File: src/rtl/vec16_pkg.sv
// Shared constants and types for the 16-word result serializer and its
// future input-side counterpart.
package vec16_pkg;
    localparam int WIDTH = 32;
    localparam int N     = 16;
    localparam int IDX_W = $clog2(N);

    typedef enum logic {
        IDLE = 1'b0,
        SEND = 1'b1
    } state_t;

    localparam logic TAG_FLOAT  = 1'b0;
    localparam logic TAG_SIGNED = 1'b1;
endpackage

File: src/rtl/vec16_serializer_if.sv
// Parallel-load / serial valid-ready bus between the result select bank and
// the 32-bit consumer.
interface vec16_serializer_if;
    import vec16_pkg::*;

    logic [N*WIDTH-1:0] in_vec;
    logic               in_sel;
    logic               load;
    logic               load_ready;
    logic               abort;
    logic [WIDTH-1:0]   out_data;
    logic               out_tag;
    logic               out_valid;
    logic               out_ready;
    logic               out_last;
    logic               overrun;
    logic               overrun_clr;

    modport master (
        output in_vec, in_sel, load, abort, out_ready, overrun_clr,
        input  load_ready, out_data, out_tag, out_valid, out_last, overrun
    );

    modport slave (
        input  in_vec, in_sel, load, abort, out_ready, overrun_clr,
        output load_ready, out_data, out_tag, out_valid, out_last, overrun
    );
endinterface

File: src/rtl/vec16_frame_reg.sv
// N x WIDTH capture register: parallel load in one cycle, one word read out
// through an index port.
module vec16_frame_reg #(
    parameter int WIDTH = 32,
    parameter int N     = 16,
    parameter int IDX_W = $clog2(N)
) (
    input  logic               clk,
    input  logic               rst_n,
    input  logic               i_load,
    input  logic [N*WIDTH-1:0] i_vec,
    input  logic [IDX_W-1:0]   i_idx,
    output logic [WIDTH-1:0]   o_word
);
    logic [WIDTH-1:0] r_word [N];

    always_ff @(posedge clk or negedge rst_n) begin
        if (!rst_n) begin
            for (int k = 0; k < N; k++) r_word[k] <= '0;
        end else if (i_load) begin
            for (int k = 0; k < N; k++) r_word[k] <= i_vec[k*WIDTH +: WIDTH];
        end
    end

    assign o_word = r_word[i_idx];
endmodule

File: src/rtl/vec16_serializer.sv
// Captures a 16-word result frame plus its select tag and streams it out one
// word per beat with a last marker; abort flushes, overrun flags dropped loads.
module vec16_serializer #(
    parameter int WIDTH = vec16_pkg::WIDTH,
    parameter int N     = vec16_pkg::N
) (
    input  logic              clk,
    input  logic              rst_n,
    vec16_serializer_if.slave bus
);
    import vec16_pkg::*;

    localparam int               LIDX_W   = $clog2(N);
    localparam logic [LIDX_W-1:0] IDX_LAST = LIDX_W'(N - 1);

    state_t              r_state;
    state_t              w_next;
    logic [LIDX_W-1:0]   r_idx;
    logic                r_tag;
    logic                r_overrun;
    logic                w_capture;
    logic                w_advance;
    logic                w_ovr_set;
    logic [WIDTH-1:0]    w_word;

    vec16_frame_reg #(
        .WIDTH (WIDTH),
        .N     (N),
        .IDX_W (LIDX_W)
    ) u_frame (
        .clk    (clk),
        .rst_n  (rst_n),
        .i_load (w_capture),
        .i_vec  (bus.in_vec),
        .i_idx  (r_idx),
        .o_word (w_word)
    );

    always_ff @(posedge clk or negedge rst_n) begin
        if (!rst_n) r_state <= IDLE;
        else        r_state <= w_next;
    end

    // Abort outranks everything: it cancels the pending beat, a capture and an overrun.
    always_comb begin
        w_next    = r_state;
        w_capture = 1'b0;
        w_advance = 1'b0;
        w_ovr_set = 1'b0;
        case (r_state)
            IDLE: begin
                if (bus.load && !bus.abort) begin
                    w_capture = 1'b1;
                    w_next    = SEND;
                end
            end
            SEND: begin
                if (bus.abort) begin
                    w_next = IDLE;
                end else begin
                    w_ovr_set = bus.load;
                    if (bus.out_ready) begin
                        w_advance = 1'b1;
                        if (r_idx == IDX_LAST) w_next = IDLE;
                    end
                end
            end
            default: w_next = IDLE;
        endcase
    end

    always_ff @(posedge clk or negedge rst_n) begin
        if (!rst_n) begin
            r_idx <= '0;
        end else if (w_capture || bus.abort) begin
            r_idx <= '0;
        end else if (w_advance) begin
            r_idx <= (r_idx == IDX_LAST) ? '0 : r_idx + LIDX_W'(1);
        end
    end

    always_ff @(posedge clk or negedge rst_n) begin
        if (!rst_n)         r_tag <= TAG_FLOAT;
        else if (w_capture) r_tag <= bus.in_sel;
    end

    // Set beats clear when both land in the same cycle.
    always_ff @(posedge clk or negedge rst_n) begin
        if (!rst_n)               r_overrun <= 1'b0;
        else if (w_ovr_set)       r_overrun <= 1'b1;
        else if (bus.overrun_clr) r_overrun <= 1'b0;
    end

    assign bus.out_valid  = (r_state == SEND);
    assign bus.load_ready = (r_state == IDLE);
    assign bus.out_last   = (r_state == SEND) && (r_idx == IDX_LAST);
    assign bus.out_data   = w_word;
    assign bus.out_tag    = r_tag;
    assign bus.overrun    = r_overrun;
endmodule

File: src/flat_wrapper.sv
// flat-port wrapper written by rule: the top's interface ports become plain ports
module vec16_serializer_flat import vec16_pkg::*;
#(
    parameter int WIDTH = vec16_pkg::WIDTH,
    parameter int N     = vec16_pkg::N
)
  (clk, rst_n, bus_in_vec, bus_in_sel, bus_load, bus_abort, bus_out_ready, bus_overrun_clr, bus_load_ready, bus_out_data, bus_out_tag, bus_out_valid, bus_out_last, bus_overrun);
  vec16_serializer_if bus_i ();
  input  logic clk;
  input  logic rst_n;
  input wire logic [$bits(bus_i.in_vec)-1:0] bus_in_vec;
  input wire logic [$bits(bus_i.in_sel)-1:0] bus_in_sel;
  input wire logic [$bits(bus_i.load)-1:0] bus_load;
  input wire logic [$bits(bus_i.abort)-1:0] bus_abort;
  input wire logic [$bits(bus_i.out_ready)-1:0] bus_out_ready;
  input wire logic [$bits(bus_i.overrun_clr)-1:0] bus_overrun_clr;
  output wire logic [$bits(bus_i.load_ready)-1:0] bus_load_ready;
  output wire logic [$bits(bus_i.out_data)-1:0] bus_out_data;
  output wire logic [$bits(bus_i.out_tag)-1:0] bus_out_tag;
  output wire logic [$bits(bus_i.out_valid)-1:0] bus_out_valid;
  output wire logic [$bits(bus_i.out_last)-1:0] bus_out_last;
  output wire logic [$bits(bus_i.overrun)-1:0] bus_overrun;
  assign bus_i.in_vec = bus_in_vec;
  assign bus_i.in_sel = bus_in_sel;
  assign bus_i.load = bus_load;
  assign bus_i.abort = bus_abort;
  assign bus_i.out_ready = bus_out_ready;
  assign bus_i.overrun_clr = bus_overrun_clr;
  assign bus_load_ready = bus_i.load_ready;
  assign bus_out_data = bus_i.out_data;
  assign bus_out_tag = bus_i.out_tag;
  assign bus_out_valid = bus_i.out_valid;
  assign bus_out_last = bus_i.out_last;
  assign bus_overrun = bus_i.overrun;
  vec16_serializer #(.WIDTH(WIDTH), .N(N)) u_core (.clk(clk), .rst_n(rst_n), .bus(bus_i));
endmodule
File: config.mk
export PLATFORM = sky130hd
export DESIGN_NAME = vec16_serializer_flat
export DESIGN_NICKNAME = d
export VERILOG_FILES = /design/src/rtl/vec16_pkg.sv /design/src/rtl/vec16_serializer_if.sv /design/src/rtl/vec16_frame_reg.sv /design/src/rtl/vec16_serializer.sv /design/src/flat_wrapper.sv
export SDC_FILE = /design/constraint.sdc
export NUM_CORES = 1
export LEC_CHECK = 0
export ABC_CLOCK_PERIOD_IN_PS = 2500
export CELL_PAD_IN_SITES_DETAIL_PLACEMENT = 2
export CELL_PAD_IN_SITES_GLOBAL_PLACEMENT = 2
export CORE_MARGIN = 3
export CORE_UTILIZATION = 35
export CTS_CLUSTER_DIAMETER = 60
export DETAILED_ROUTE_END_ITERATION = 8
export PLACE_DENSITY_LB_ADDON = 0.1
export SYNTH_ARGS = -nofsm -noshare
export SYNTH_HDL_FRONTEND = slang
export SYNTH_HIERARCHICAL = 1
export SYNTH_SLANG_ARGS = --single-unit
File: constraint.sdc
create_clock -name clk -period 2.5 [get_ports clk]
set_input_delay 0.75 -clock clk [delete_from_list [all_inputs] [get_ports clk]]
set_output_delay 0.75 -clock clk [all_outputs]
set_load 0.005 [all_outputs]
Word-level counts from Yosys, hierarchy flattened
Index checks and enable logic that the tools add are counted.
{"block": "word_totals", "mem_bits_rw": 0, "latch_bits": 0, "reg_bits": 519, "mem_count": 0, "out_inout_bits": 37, "in_bits": 519, "word_cells": 50, "rom_bits": 0}
{"block": "op_classes", "n_mux": 19, "reduce_logical": 6, "n_shift": 0, "bitwise_logic": 2, "magnitude_cmp": 1, "mul": 0, "div_mod_pow": 0, "add_sub_neg": 1, "n_eq_ne": 1}
{"cell": "32-bit binary-select mux with 4-bit select", "n": 1}
{"cell": "32-bit 2-to-1 mux", "n": 2}
{"cell": "1-bit 2-to-1 mux", "n": 12}
{"cell": "4-bit 2-to-1 mux", "n": 3}
{"cell": "5-bit greater-or-equal comparator, second input constant", "n": 1}
{"cell": "4-bit NOT with 5-bit output", "n": 1}
{"cell": "4-bit by 1-bit adder with 4-bit output, second input constant", "n": 1}
{"cell": "4-bit == test, second input constant", "n": 1}
{"cell": "2-bit nonzero test", "n": 2}
{"cell": "1-bit logical AND", "n": 2}
{"cell": "1-bit case mux with 2 select lines", "n": 1}
{"cell": "1-bit zero test", "n": 1}
{"cell": "1-bit logical OR", "n": 1}
{"cell": "1-bit NOT", "n": 1}

Logic depth before layout (Yosys ltp)
{"block": "depth", "depth_word": 6, "depth_mapped": 6, "ltp_nobuf": 4}

Cells and area by module
The synthesis kept the hierarchy.
{"mod": "vec16_frame_reg", "cells_per_inst": 1352, "area_per_inst_um2": 22561.6, "n_inst": 1, "seq_area_each_um2": 12812.3}
{"mod": "vec16_serializer", "cells_per_inst": 35, "area_per_inst_um2": 341.6, "n_inst": 1, "seq_area_each_um2": 175.2}

Worst setup path before layout
Ideal clock, no wire load.
{"block": "synth_path", "path_type": "register to output", "from": "register u_core.r_idx[0]", "to": "output bus_out_data[0]", "t_required_ns": 1.750, "slack_ns": 0.134, "path_stages_with_launch": 6, "arrival_time_ns": 1.616, "n_path_buf": 2, "cell_sequence": "dfrtp_1 > buf_2 > buf_2 > mux4_2 > a22oi_1 > nand2_1"}
{"block": "synth_between", "elab_chain_len": 4}
{"element": "start: declaration", "line_no": "vec16_serializer.sv:18", "source": "logic [LIDX_W-1:0] r_idx;"}
{"element": "start signal: assignment", "line_no": "vec16_serializer.sv:78", "source": "r_idx <= (r_idx == IDX_LAST) ? '0 : r_idx + LIDX_W'(1);"}
{"element": "4-bit NOT with 5-bit output (not written as such)", "line_no": "vec16_frame_reg.sv:25", "source": "assign o_word = r_word[i_idx];"}
{"element": "32-bit binary-select mux with 4-bit select", "line_no": "vec16_frame_reg.sv:25"}
{"element": "32-bit 2-to-1 mux (not written as such) (2 in a row)", "line_no": "vec16_frame_reg.sv:25"}
{"element": "end: declaration", "line_no": "flat_wrapper.sv:18", "source": "output wire logic [$bits(bus_i.out_data)-1:0] bus_out_data;"}
Every way passes these cells. The select of a mux whose other input is x is not followed.

Worst setup path in the final report
{"block": "layout_path", "from": "register u_core.r_idx[0]", "to": "output bus_out_data[4]"}
Same word-level chain as after synthesis.

==> summary.md <==
| Metric | Value |
|---|---|
| Max Cap Viol | `0` |
| Post-synth EDFFs | `0` |
| Worst-Skew Late Latency | `0.61 ns` |
| Worst-path cell chain | `buf_12 -> buf_16 -> clkbuf_16 -> buf_6 -> mux4_2 -> a22oi_2 -> buf_6 -> nand2_2 -> buf_6` |
| # hold bufs at CTS | `0` |
| Pre-antenna DRT Iters | `4` |
| Critical Path Fanout Max | `6` |
| Worst setup path class | `reg2out` |
| Share of layout cells above drive strength 1 | `48.3%` |
| Worst Hold Slack | `0.130 ns` |
| Period minus WS final | `3.39 ns` |
| Crit-path leading delay family | `buffers and inverters` |
| Largest net degree at the start of global routing | `60` |
| Num Clock Sinks | `519` |
| Overflow after GRT | `0` |
| Vias in the first global route | `17,900` |
| # rows | `93` |
| Clock network power share | `36.1%` |
| Most used cell, CP | `buf_6` |
| Sw Share | `25.0%` |
| H-tree levels | `2` |
| Peak supply drop | `650 uV` |
| Number of port buffers | `555` |
| CTS tree | `built` |
| Nets | `2,607` |
| Area Growth Syn to Fin | `47.9%` |
| Pre-CTS setup slack | `-0.577 ns` |
| Slew headroom | `53.3%` |
| Finished Layout Cells | `3,022` |
| Slew @ Worst Pin | `0.701 ns` |
| Core ar. | `64,600 sq um` |
| Final HPWL DP | `62,100 um` |
| Initial Util | `35.5%` |
| Reg power frac | `44.7%` |
| Global-route wire length before repair | `121,000 um` |
| Initial DRC Count | `574` |
| Cells after synthesis | `1,387` |
| CP arrival | `2.64 ns` |
| Number of antenna violations at the first check in global routing | `55` |
| Critical path startpoint category | `register` |
| P per Cell Area | `726 nW/um^2` |
| Mapped cell area | `22,900 sq um` |
| Die Ht | `262 um` |
| Final Slew Violations | `0` |
| Vias per Instance | `5.11` |
| Slowest cell on the critical path | `dfrtp_4` |
| WP buf/inv | `6` |
| Final wirelength | `84,700 um` |
| Seq/Total Area, Yosys | `56.7%` |
| GRT Resource Usage Total | `24.1%` |
| Status | `finished with violations` |
| Vias after detailed routing | `15,400` |
| Final setup margin | `-0.894 ns` |
| Drt wl/cell | `28.0 um` |
| CTS Buf Count | `61` |
| LEAKAGE | `13.4 nW` |
| Min-delay worst type | `in2async` |
| Post-synth cell types | `25` |
| Failing checks | `negative setup slack` |
| Top_reg_cell synth | `dfrtp_1` |
| CTS Buffer Depth | `3` |
| Root Buffer | `clkbuf_16` |
| Syn Nets | `1,907` |
| Inst Count DP | `2,833` |
| Max Freq | `295 MHz` |
| Critical Path End Type | `output pin` |
| Synth Register Bits | `519` |
| Total die area | `68,500 sq um` |
| Syn. warnings | `6` |
| Finish-stage setup viols | `33` |
| Post-Route Skew | `0.0228 ns` |
| Power share of the combinational group | `19.2%` |
| Clock transition at path regs | `0.06 ns` |
| Ports | `556` |
| # DRC | `0` |
| Crit path required time | `1.75 ns` |
| Core Util, Final | `52.5%` |
| Critical Path Max Stage Delay | `0.50 ns` |
| RSZ-0062 raised after global routing | `true` |
| Int Pwr | `0.0185 W` |
| Synth async-reset ratio | `100%` |
| Part of the cycle the worst path needs | `136%` |
| Final hold violations | `0` |
| Post-Layout Inst Area | `33,900 sq um` |
| Die W | `262 um` |
| Area post-placement | `30,900 sq um` |
| Switch Pwr | `0.00614 W` |
| Antenna Nets Post-Route | `0` |
| Avg Inst Size Synth | `16.5 sq um` |
| RePlAce Congestion | `0.821` |
[power groups by stage]
stage          registers (W)  logic, W  clock network (W)
3_5_place_dp          0.0111   0.00456                  0
4_1_cts               0.0110   0.00466            0.00913
3_3_place_gp          0.0110   0.00437                  0
2_1_floorplan         0.0106   0.00257                  0
6_report              0.0110   0.00473            0.00888
5_1_grt               0.0112   0.00508            0.00952
[kinds of logic (layout without fill, tap and decap cells)]
logic type	count (synthesis)	after routing	synth area share (%)
multiplexers	641	641	37.8
flip-flops	519	519	56.7
buffers and inverters	102	845	2.12
AO/OA/AOI/OAI	69	69	2.25
AND/OR/NAND/NOR	54	54	1.03
adder cells (fa/ha/maj)	1	1	0.0546
XOR/XNOR	1	1	0.0382
other	0	37	0
[registers in the layout, indices dropped and copies added, names as in the netlist]
register	cells
u_core/bus.overrun	1
u_core/r_idx	4
u_core/u_frame/r_word	512
u_core/bus.out_tag	1
u_core/bus.out_valid	1
[final timing paths]
path / from / to / slack (ns) / cells past startpoint
worst max-delay path: u_core/r_idx[0] / bus_out_data[4] / -0.89 / 9
worst min-delay path: rst_n / u_core/u_frame/r_word[132] / 0.13 / 1
worst max register to register: u_core/bus.out_valid / u_core/u_frame/r_word[276] / 0.44 / 6
worst min register to register: u_core/u_frame/r_word[144] / u_core/u_frame/r_word[144] / 0.50 / 1
max in group asynchronous: rst_n / u_core/u_frame/r_word[178] / 1.62 / 2
min in group clk: u_core/u_frame/r_word[144] / u_core/u_frame/r_word[144] / 0.50 / 1
[cell usage after synthesis (2+ instances only)]
library cell | count | share of area, %
nor2b_1 | 2 | 0.055
mux4_2 | 128 | 13
a22oi_1 | 64 | 2.1
clkbuf_1 | 26 | 0.43
nand2_1 | 35 | 0.57
nand3_1 | 5 | 0.11
dfrtp_1 | 519 | 57
mux2_2 | 513 | 25
nand2b_1 | 2 | 0.055
buf_2 | 55 | 1.2
a21oi_1 | 2 | 0.044
buf_4 | 9 | 0.29
nor2_1 | 5 | 0.082
inv_1 | 2 | 0.033
buf_1 | 10 | 0.16
[routing by layer]
| metal | global-route usage (%) | vias up | part of all wire, % |
|---|---|---|---|
| met5 | 0 | - | 0.28 |
| met4 | 9.02 | 38 | 2.9 |
| met2 | 39.0 | 407 | 49 |
| met1 | 30.8 | 8178 | 41 |
| met3 | 6.78 | 150 | 6.7 |
| li1 | - | 6669 | - |
[through the flow]
stage,setup TNS (ns),total power (W)
final,-25.00,0.0246
after global placement,-21.74,0.0153
after detailed placement,-24.52,0.0156
after floorplan,0,0.0132
after global routing,-28.30,0.0258
after CTS,-29.52,0.0247
[placed cells by master (no fill, tap or decap), types with 2 or more instances in the layout]
cell,count
nor2_4,2
diode_2,37
buf_8,6
bufinv_16,3
dfrtp_1,516
buf_12,64
clkbuf_1,13
clkbuf_2,15
buf_2,10
inv_1,2
mux2_2,513
nand2_4,10
clkinvlp_4,2
buf_6,28
a21oi_1,2
buf_16,4
nand2b_1,2
mux4_2,128
dfrtp_4,2
clkdlybuf4s50_1,521
clkbuf_16,64
nand3_1,4
buf_4,84
nand2_1,21
nand2_2,5
clkbuf_8,15
a22oi_2,55
clkinv_2,8
nor2_1,3
a22oi_1,9
bufbuf_16,2
nor2b_4,2
[worst register-to-register path, stage by stage (launching register included)]
cell and delay, ns:
dfrtp_2 0.44, buf_4 0.17, nand2b_1 0.19, nor2_4 0.22, buf_12 0.30, buf_4 0.25, mux2_2 0.36
[final cells by class]
cell class	count	area [sq um]
multi-input combinational	766	9850
clock buffer	91	1830
fill	5783	30700
inverter	2	7.51
sequential	519	13000
clock inverter	15	163
antenna	37	92.6
timing repair buffer	737	7880
tap	855	1070
[timing repair]
action | 4_1_cts | 5_1_grt
cloned | 3 | 1
setup buffers | 7 | 39
setup endpoints to repair | 35 | 33
pin swaps | 6 | 45
resized for setup | 136 | 112
No activity file was read; power rests on OpenSTA's default activity.
==> variant 1: new RTL, same flow settings <==
`WIDTH` is set to 32 in 2 places; all go to 64.
--- a/src/rtl/vec16_pkg.sv
+++ b/src/rtl/vec16_pkg.sv
@@ -1,7 +1,7 @@
 // Shared constants and types for the 16-word result serializer and its
 // future input-side counterpart.
 package vec16_pkg;
-    localparam int WIDTH = 32;
+    localparam int WIDTH = 64;
     localparam int N     = 16;
     localparam int IDX_W = $clog2(N);
 
--- a/src/rtl/vec16_frame_reg.sv
+++ b/src/rtl/vec16_frame_reg.sv
@@ -1,7 +1,7 @@
 // N x WIDTH capture register: parallel load in one cycle, one word read out
 // through an index port.
 module vec16_frame_reg #(
-    parameter int WIDTH = 32,
+    parameter int WIDTH = 64,
     parameter int N     = 16,
     parameter int IDX_W = $clog2(N)
 ) (
Ports: changed (resized bus_in_vec and bus_out_data); port bits go from 556 to 1100. No check against the original RTL was run, so the function may have changed too.
==> variant 1 against the original RTL <==
The run still ends with setup timing left; synthesized cell count grew 97%; routed wire length grew 140%; total power grew 110%; critical endpoint is now bus_out_data[42]; largest cell class unchanged; setup slack lost 0.23 ns; sequential cell count grew 512; sequential share of layout area is essentially flat; global-route usage grew 5.0 points; cell area grew 99%; synthesized area grew 99%.
==> variant 1: results (changes against the original RTL) <==
run_status:
  run_status: "complete, but fails checks"
  failed_checks: "setup timing"
cts:
  cts-hold-fix-buffers: 1  # +1
  clk_latency_ns: 0.74  # +0.13 ns
  cts_max_level: 4  # +2
  tritoncts_num_sinks: 1031  # +99%
critical_path:
  ff2ff_path_depth: 9  # +3
  crit_path_end: "bus_out_data[42]"
  arrival_worst_endpoint_ns: 2.87  # +0.23 ns
layout:
  layout-drive-gt1-share_pct: 48.36  # +0.10 points
  nNetsFinal: 5130  # +97%
  finish.instance_area_sq_um: 67280  # +99%
  finish.cell_count_without_fillers: 6028  # +99%
  fillCellCount: 11530  # +99%
drt:
  drtPass1Iterations: 5  # +1
  dr_total_vias: 31640  # +100%
  route.met3.wl_mm: 12.18  # +120%
  wl_mm: 199.5  # +140%
global_routing:
  groute.layer.met3.usage_pct: 8.481  # +1.7 points
  grt_usage_pct: 29.12  # +5.0 points
  grt_util_met1_pct: 31.92  # +1.1 points
  grt_pass1_vias: 37410  # +110%
  antenna_found_initial: 155  # +180%
power:
  power_leakage_nw: 26.59  # +98%
  vdd_drop_max_uv: 600.0  # -7.7%
  power_report.internal_total_mw: 37.80  # +100%
sta:
  finalWorstSetupSlack_ns: -1.121  # -0.2267 ns
  fin_tns_setup_ns: -63.94  # -38.94 ns
  final_hold_slack_ns: 0.4799  # +0.3498 ns
  finClkSkew_ns: 0.02304  # +0.0002114 ns
  finalSetupViolCount: 65  # +97%
placed_design:
  placement.setup.worst_slack_ns: -0.6750  # -0.09838 ns
  finalWeightedCongestion: 0.8856  # +7.9%
  io_buffers: 1099  # +98%
synthesis:
  yosysSeqAreaShare_pct: 56.73  # about the same
  synth.net_count: 3765  # +97%
  ys_top_cells_by_count: "sky130_fd_sc_hd__dfrtp_1, sky130_fd_sc_hd__mux2_2, sky130_fd_sc_hd__mux4_2, sky130_fd_sc_hd__a22oi_1, sky130_fd_sc_hd__buf_2"
==> variant 1: final cells by class <==
cell class              instances  area share [%]
diodes                        112          0.4166
clock buffers                 191           5.910
clock inverters                34          0.5430
inverters                       2         0.01116
multi-input cells            1502           28.81
flip-flops and latches       1031           38.36
well taps                    1729           3.215
repair buffers               1427           22.74
==> variant 1: power by group through the flow <==
stage               sequential [mW]  combinational (mW)  clock [mW]
CTS                            21.9                9.71        19.6
detailed placement             22.1                9.24           0
global placement               21.8                8.85           0
global route                   22.3                10.3        20.4
floorplan                      21.1                5.13           0
finish                         22.0                9.74        19.2
==> variant 1: cells by family (layout without fill, tap and decap cells) <==
logic type	after synthesis	in the layout	share of synthesized area (%)
AO/OA/AOI/OAI	133	133	2.187
XOR/XNOR	1	1	0.01926
adder cells (fa/ha/maj)	1	1	0.02751
buffers and inverters	200	1654	2.190
flip-flops	1031	1031	56.73
multiplexers	1281	1281	38.06
other	0	112	0
AND/OR/NAND/NOR	86	86	0.7814
==> variant 2: new RTL, same settings <==
Made on the original files. Make the reset (`rst_n`) synchronous in 5 clocked blocks.
--- a/src/rtl/vec16_frame_reg.sv
+++ b/src/rtl/vec16_frame_reg.sv
@@ -14,7 +14,7 @@
 );
     logic [WIDTH-1:0] r_word [N];
 
-    always_ff @(posedge clk or negedge rst_n) begin
+    always_ff @(posedge clk) begin
         if (!rst_n) begin
             for (int k = 0; k < N; k++) r_word[k] <= '0;
         end else if (i_load) begin
--- a/src/rtl/vec16_serializer.sv
+++ b/src/rtl/vec16_serializer.sv
@@ -36,7 +36,7 @@
         .o_word (w_word)
     );
 
-    always_ff @(posedge clk or negedge rst_n) begin
+    always_ff @(posedge clk) begin
         if (!rst_n) r_state <= IDLE;
         else        r_state <= w_next;
     end
@@ -69,7 +69,7 @@
         endcase
     end
 
-    always_ff @(posedge clk or negedge rst_n) begin
+    always_ff @(posedge clk) begin
         if (!rst_n) begin
             r_idx <= '0;
         end else if (w_capture || bus.abort) begin
@@ -79,13 +79,13 @@
         end
     end
 
-    always_ff @(posedge clk or negedge rst_n) begin
+    always_ff @(posedge clk) begin
         if (!rst_n)         r_tag <= TAG_FLOAT;
         else if (w_capture) r_tag <= bus.in_sel;
     end
 
     // Set beats clear when both land in the same cycle.
-    always_ff @(posedge clk or negedge rst_n) begin
+    always_ff @(posedge clk) begin
         if (!rst_n)               r_overrun <= 1'b0;
         else if (w_ovr_set)       r_overrun <= 1'b1;
         else if (bus.overrun_clr) r_overrun <= 1'b0;
Check against the original RTL: differs if rst_n is asserted again (counterexample within 4 cycles, from zero or initial values and one cycle with rst_n low); with rst_n held inactive, the same outputs for 4 cycles.
==> variant 2 against the original RTL <==
The flow still finishes with violations (setup timing); first-iteration DRC count rose by 110%; maximum frequency rose by 3.4%; cell area fell by 1.1%; critical path depth did not move; routed wire length rose by 3.5%; synthesized area rose by 0.45%; utilization fell by 0.65 points; non-clock buffer count fell by 2; sequential cell count did not move; setup slack improved by 0.11 ns; global-route usage rose by 0.94 points; critical path type unchanged; critical endpoint is now bus_out_data[6]; highest routed layer unchanged.
Power is not compared: it rests on default switching activity, and its combinational part moved more than twofold at a synthesized area within 25%.
==> variant 2: results (changes against the original RTL) <==
synthesis:
  synth.area.mux_share_pct: 12.62  # -25 points
  number_of_enable_flip_flop_cells_after_synthesis: 512  # +512
  yosys.cell_types.count: 29  # +16%
  dominantRegCellSynth: "sky130_fd_sc_hd__edfxtp_1"
  syn-instance-count: 1427  # +2.9%
  synth_fa_ha_area_share_pct: 0.05438  # -0.00025 points
  synthTopCellsByArea: "sky130_fd_sc_hd__edfxtp_1, sky130_fd_sc_hd__mux4_2, sky130_fd_sc_hd__and3_1"
  synth.net_count: 1947  # +2.1%
  ys_top_cells_by_count: "sky130_fd_sc_hd__edfxtp_1, sky130_fd_sc_hd__and3_1, sky130_fd_sc_hd__and2_1, sky130_fd_sc_hd__mux4_2, sky130_fd_sc_hd__clkbuf_1"
  synthXorXnorAreaFrac_pct: 0.03807  # -0.00017 points
global_routing:
  grt_pass1_wl_mm: 125.9  # +4.2%
  use_met2_pct: 43.57  # +4.5 points
  antenna_found_initial: 31  # -44%
  grt_usage_pct: 25.02  # +0.94 points
  grt_pass1_vias: 17730  # -0.87%
  groute.layer.met3.usage_pct: 6.123  # -0.66 points
sta:
  max-slew-margin-rel_pct: 54.62  # +1.3 points
  finalWorstSetupSlack_ns: -0.7817  # +0.1124 ns
  final_hold_slack_ns: 0.5037  # +0.3735 ns
  finClkSkew_ns: 0.01257  # -0.01026 ns
  finalSetupViolCount: 33  # unchanged
drt:
  initialDrtViolationCount: 1207  # +110%
  routedLengthMet1_mm: 33.77  # -2.1%
  drtPass1Iterations: 5  # +1
  dr_total_vias: 15720  # +1.8%
  route.met3.wl_mm: 5.461  # -3.4%
  dr_wl_met2_mm: 45.38  # +8.4%
layout:
  nNetsFinal: 2608  # +0.038%
critical_path:
  ff2ff_path_depth: 7  # +1
  cp_max_fo: 7  # +1
  reg2reg_setup_slack_ns: 0.69  # +0.25 ns
placed_design:
  placed_cells: 2832  # -0.035%
  finalWeightedCongestion: 0.8479  # +3.3%
run_status:
  failed_checks: "setup timing"
  run_status: "complete, but fails checks"
[variant 2: repair_timing]
| item | in CTS | in global routing |
|---|---|---|
| setup buffers | 36 | 12 |
| gates cloned | 7 | 0 |
| gates resized for setup | 233 | 28 |
| hold endpoints to repair | 0 | 0 |
| endpoints found under the setup margin | 35 | 33 |
| pin swaps | 48 | 26 |
[variant 2: worst max-delay path by stage]
stage	start	slack (ns)	endpoint
floorplan	bus_abort	-2.79	u_core/u_frame/r_word[0][0]
global placement	u_core/r_idx[0]	-0.53	bus_out_data[17]
detailed placement	u_core/r_idx[0]	-0.56	bus_out_data[7]
CTS	u_core/r_idx[0]	-0.90	bus_out_data[15]
global route	u_core/r_idx[0]	-0.85	bus_out_data[28]
finish	u_core/r_idx[0]	-0.78	bus_out_data[6]
[variant 2: area by class of cell]
| class | instances | area (sq um) |
|---|---|---|
| Antenna cell | 11 | 27.53 |
| Clock buffer | 78 | 1590 |
| Clock inverter | 29 | 295.3 |
| Fill cell | 5891 | 31170 |
| Inverter | 2 | 7.507 |
| Multi-Input combinational cell | 769 | 7282 |
| Sequential cell | 519 | 15520 |
| Tap cell | 855 | 1070 |
| Timing Repair Buffer | 735 | 7730 |
[variant 2: power by group]
| group | switching (mW) | internal [mW] |
|---|---|---|
| sequential | 0.197 | 10.2 |
| combinational | 0.925 | 1.29 |
| clock | 3.51 | 5.06 |
[variant 2: critical path, delay by kind of cell, from the launching register on]
family	cells	cell delay [ns]
flip-flops	1	0.39
buffers and inverters	6	0.79
AO/OA/AOI/OAI	1	0.19
multiplexers	1	0.51
AND/OR/NAND/NOR	1	0.05
[variant 2: logic make-up after synthesis]
family	Yosys count
simple gates	565
xor+xnor	1
fa+ha+maj	1
compound gates	72
buf+inv	139
flops	519
mux	130
